## src/rtl/fetch_unit.sv

```systemverilog
// Instruction fetch stage: owns the PC, issues word fetches under a credit limit,
// buffers returned instructions with their PCs and drops stale responses after a redirect.
module fetch_unit #(
   parameter logic [31:0] RESET_PC = 32'h0000_0000,
   parameter int unsigned DEPTH    = 2
) (
   input  logic        clk_i,
   input  logic        rst_n_i,
   input  logic        redirect_i,
   input  logic [31:0] redirect_target_i,
   output logic        imem_req_o,
   output logic [31:0] imem_addr_o,
   input  logic        imem_ready_i,
   input  logic        imem_rvalid_i,
   input  logic [31:0] imem_rdata_i,
   output logic        inst_valid_o,
   output logic [31:0] inst_o,
   output logic [31:0] inst_pc_o,
   input  logic        inst_ready_i
);

   localparam int unsigned CW = $clog2(DEPTH + 1);
   localparam int unsigned PW = (DEPTH > 1) ? $clog2(DEPTH) : 1;
   localparam int unsigned SW = CW + 2;

   logic [31:0]   req_pc_q, req_pc_d, resp_pc_q, resp_pc_d;
   logic [CW-1:0] outst_q, outst_d, discard_q, discard_d, count_q, count_d;
   logic [PW-1:0] wr_ptr_q, wr_ptr_d, rd_ptr_q, rd_ptr_d;
   logic [31:0]   inst_mem_q [DEPTH];
   logic [31:0]   pc_mem_q   [DEPTH];

   logic [31:0]   target_aligned;
   logic [SW-1:0] credit_used, stale_sum;
   logic          req_fire, resp_drop, resp_push, pop;

   function automatic logic [PW-1:0] ptrInc(input logic [PW-1:0] p);
      return (p == PW'(DEPTH - 1)) ? '0 : p + 1'b1;
   endfunction

   // Every slot a request could end up in (in flight, to be dropped, or buffered) counts against DEPTH.
   assign credit_used    = SW'(outst_q) + SW'(discard_q) + SW'(count_q);
   assign stale_sum      = SW'(discard_q) + SW'(outst_q);
   assign target_aligned = redirect_target_i & 32'hFFFF_FFFC;

   assign imem_req_o   = rst_n_i && !redirect_i && (credit_used < SW'(DEPTH));
   assign imem_addr_o  = req_pc_q;
   assign req_fire     = imem_req_o && imem_ready_i;
   assign resp_drop    = imem_rvalid_i && (discard_q != '0);
   assign resp_push    = imem_rvalid_i && (discard_q == '0) && (outst_q != '0);

   assign inst_valid_o = rst_n_i && (count_q != '0);
   assign pop          = inst_valid_o && inst_ready_i;
   assign inst_o       = inst_valid_o ? inst_mem_q[rd_ptr_q] : '0;
   assign inst_pc_o    = inst_valid_o ? pc_mem_q[rd_ptr_q]   : '0;

   always_comb begin
      req_pc_d  = req_pc_q;
      resp_pc_d = resp_pc_q;
      outst_d   = outst_q;
      discard_d = discard_q;
      count_d   = count_q;
      wr_ptr_d  = wr_ptr_q;
      rd_ptr_d  = rd_ptr_q;
      if (redirect_i) begin
         // A response landing in the redirect cycle belongs to the old stream.
         req_pc_d  = target_aligned;
         resp_pc_d = target_aligned;
         outst_d   = '0;
         count_d   = '0;
         wr_ptr_d  = '0;
         rd_ptr_d  = '0;
         discard_d = (imem_rvalid_i && (stale_sum != '0)) ? CW'(stale_sum - 1'b1) : CW'(stale_sum);
      end else begin
         if (req_fire) begin
            req_pc_d = req_pc_q + 32'd4;
         end
         if (resp_drop) begin
            discard_d = discard_q - 1'b1;
         end
         if (resp_push) begin
            resp_pc_d = resp_pc_q + 32'd4;
            wr_ptr_d  = ptrInc(wr_ptr_q);
         end
         if (pop) begin
            rd_ptr_d = ptrInc(rd_ptr_q);
         end
         outst_d = outst_q + CW'(req_fire) - CW'(resp_push);
         count_d = count_q + CW'(resp_push) - CW'(pop);
      end
   end

   always_ff @(posedge clk_i) begin
      if (!rst_n_i) begin
         req_pc_q  <= RESET_PC;
         resp_pc_q <= RESET_PC;
         outst_q   <= '0;
         discard_q <= '0;
         count_q   <= '0;
         wr_ptr_q  <= '0;
         rd_ptr_q  <= '0;
      end else begin
         req_pc_q  <= req_pc_d;
         resp_pc_q <= resp_pc_d;
         outst_q   <= outst_d;
         discard_q <= discard_d;
         count_q   <= count_d;
         wr_ptr_q  <= wr_ptr_d;
         rd_ptr_q  <= rd_ptr_d;
      end
   end

   always_ff @(posedge clk_i) begin
      if (rst_n_i && !redirect_i && resp_push) begin
         inst_mem_q[wr_ptr_q] <= imem_rdata_i;
         pc_mem_q[wr_ptr_q]   <= resp_pc_q;
      end
   end

endmodule

```

## config.mk

```make
export PLATFORM = sky130hd
export DESIGN_NAME = fetch_unit
export DESIGN_NICKNAME = d
export VERILOG_FILES = /design/src/rtl/fetch_unit.sv
export SDC_FILE = /design/constraint.sdc
export NUM_CORES = 1
export LEC_CHECK = 0
export CORE_MARGIN = 5
export CORE_UTILIZATION = 45
export DETAILED_ROUTE_END_ITERATION = 12
export DONT_BUFFER_PORTS = 1
export GPL_ROUTABILITY_DRIVEN = 0
export SLEW_MARGIN = 20
export SYNTH_ARGS = -nofsm -noshare
export SYNTH_HDL_FRONTEND = slang
export SYNTH_SLANG_ARGS = --single-unit
```

## constraint.sdc

```tcl
create_clock -name clk_i -period 5.9 [get_ports clk_i]
set_input_delay 0 -clock clk_i [delete_from_list [all_inputs] [get_ports clk_i]]
set_output_delay 0 -clock clk_i [all_outputs]
set_load 0.005 [all_outputs]
```

==> flow_summary.toml <==
[run_status]
status = "complete, no violations"

[clocking]
cts_tree = "yes"
postCtsSetupBuffers = 0
hold_buffers = 67
htree_num_levels = 4
path_clk_slew_ps = 70
clock-sinks = 193
cts.repair.resized = 0
cts_buffers = 17
clock-root-buffer = "clkbuf_16"
ctsLongestPathBuffers = 2
insertion_delay_ps = 420

[timing]
fmax_mhz = 268.6
period_needed_ps = 3723
finalClockSkew_ps = 6.593
tightest_slew_ps = 1102
setup_tns_ps = 0
rsz0062_at_grt = "no"
relSlewSlack_pct = 26.32
finalHoldViolCount = 0
period_share_pct = 63.09
drv_slew = 0
finalSetupViolCount = 0
layout_setup_ws_ps = 2178

[synthesis]
synth.avg_cell_area_um2 = 11.90
yosysUniqueCellTypes = 49
synth_top_area_share_pct = 44.83
synth-seq-cells = 193
yosys_most_used_dff = "edfxtp_1"
synth_top_area_cell = "edfxtp_1"
synth_cells = 698
synthArstFlopShare_pct = 0
syn_area_um2 = 8307
synth.area.top_cells = "edfxtp_1 (45%), dfxtp_1 (17%), mux2i_1 (7.6%)"
yosys_warnings = 0
synth-edff-count = 124
ys_seq_area_share_pct = 61.46

[final_layout]
most-common-layout-cells = "edfxtp_1 (124), nor2_1 (75), dfxtp_1 (68), dlygate4sd3_1 (67), mux2i_1 (63)"
final_common_cell = "edfxtp_1"
drive_gt1_share_pct = 5.737
nNetsFinal = 836
syn_to_final_growth_pct = 18.14
insertedDiodeCount = 0

[critical_path]
startpoint = "outst_q[0]"
slowest_delay_ps = 600
required_ps = 6240
worstSetupStartpointType = "flip-flop"
arrival_ps = 4070
crit_family = "simple AND/OR/NAND/NOR gates"
path_cells = "ha_1 > fa_1 > fa_1 > nand4bb_1 > or2_1 > or3_1 > or4_1 > a31oi_1"
critPathKind = "flip-flop to flip-flop"
critPathMostFrequentCell = "fa_1"
critPathBufInv = 0
reg2reg_from = "outst_q[0]"
endpoint_kind = "flip-flop"
cp_max_fo = 10
slowest_stage = "fa_1"

[place]
dp_hpwl_um = 12380
dp_slack_ps = 2234
io_buffers = 0

[global_route]
grt_pass1_vias = 5620
grt_max_degree = 87
grt_pass1_wl_um = 30020
grt.overflow.total = 0
track_usage_pct = 17.50
antenna_found_initial = 0

[worst_hold_path]
hold_class = "input port to flip-flop"
min_from = "imem_rvalid_i"

[die]
die_h_um = 145.9
die_area_um2 = 21280
start_util_pct = 45.93
ios = 168
die_x_um = 145.9
fp.coreArea_um2 = 18090
rows = 49

[drt]
ant_nets = 0
routed_wirelength_um = 18630
first_pass_iters = 4
drt_iter0_drc = 259
vias = 5526
wl_per_cell_um = 18.70
post-route-drc-count = 0
vias_per_cell = 5.548

[power_and_ir_drop]
p_per_area_nw_per_um2 = 293.8
vdd_drop_max_mv = 0.2077
cellLeakagePower_nw = 3.174
power_w = 0.002883

[run]
drv_cap = 0
worst min-delay path, cell delays in order:
cell	delay, ps
o2111ai_1	220
xor2_1	110
a21oi_1	120
cell families (layout without fill, tap and decap cells):
family,Yosys count,in the layout,share of synthesized area (%)
and+or+nand+nor,211,211,13.01
DFF,193,193,61.45
AOI/OAI and AO/OA,104,104,6.914
muxes,63,63,7.591
xor gates and xnor gates,58,58,6.115
buffers and inverters,56,122,2.877
adders and majority gates,12,12,1.988
other,1,4,0.04514
report_power, final:
part	internal (W)	switching [W]
clock network	0.000732	0.000487
registers	0.00147	0.0000485
logic	0.0000744	0.0000732
total	0.00227	0.000609
sequential cells by signal, summed over array words and instances, names as in the netlist, named ones only:
signal / count
pc_mem_q: 60
discard_q: 2
wr_ptr_q: 1
imem_addr_o: 30
rd_ptr_q: 1
count_q: 2
outst_q: 2
inst_mem_q: 64
resp_pc_q: 30
cell usage after synthesis, types with 4 or more instances:
master and n:
nor4b_1 4, nand3_1 24, inv_1 16, xnor2_1 34, nor3_1 17, clkbuf_1 27
nor4_1 14, and4_1 9, mux2i_1 63, a21oi_1 51, ha_1 10, dfxtp_1 69
edfxtp_1 124, xor2_1 24, nand4_1 16, and3_1 8, a31oi_1 5, nand2_1 21
o21ai_0 32, buf_4 5, nor2_1 75, and2_1 7, buf_1 4
path summary, 6_finish.rpt:
check / to / slack (ps) / cells after the start
max: imem_addr_o[23] / 2180 / 8
min reg2reg: pc_mem_q[1][29] / 480 / 0
min: resp_pc_q[4] / 80 / 3
max reg2reg: imem_addr_o[23] / 2180 / 8
routing by layer:
metal | wire (um) | part of all wire [%] | track usage, % | vias to the layer above
li1 | - | - | - | 2664
met1 | 8486 | 46 | 23.63 | 2661
met2 | 8519 | 46 | 26.87 | 189
met3 | 1485 | 8.0 | 6.166 | 12
met4 | 138 | 0.74 | 4.891 | 0
met5 | 0 | 0 | 0 | -
area by class of cell:
| class | instances | area (um^2) |
|---|---|---|
| Inverter | 17 | 63.81 |
| Tap cell | 229 | 286.5 |
| Timing Repair Buffer | 73 | 715.7 |
| Fill cell | 1529 | 8273 |
| Clock inverter | 11 | 147.6 |
| Clock buffer | 21 | 493.0 |
| Multi-Input combinational cell | 452 | 2998 |
| Sequential cell | 193 | 5109 |
per-stage QoR:
step | area, um^2 | hold WS (ps) | utilization [%] | instances
floorplan | 8318 | 98.87 | - | 701
finish | 9813 | 80.86 | 54.26 | 996
global route | 9813 | 110.1 | 54.26 | 996
global placement | 8502 | 98.97 | 47.01 | 897
CTS | 9813 | 60.90 | 54.26 | 996
detailed placement | 8502 | 98.99 | 47.01 | 897
Power figures use the tool's default switching activity.
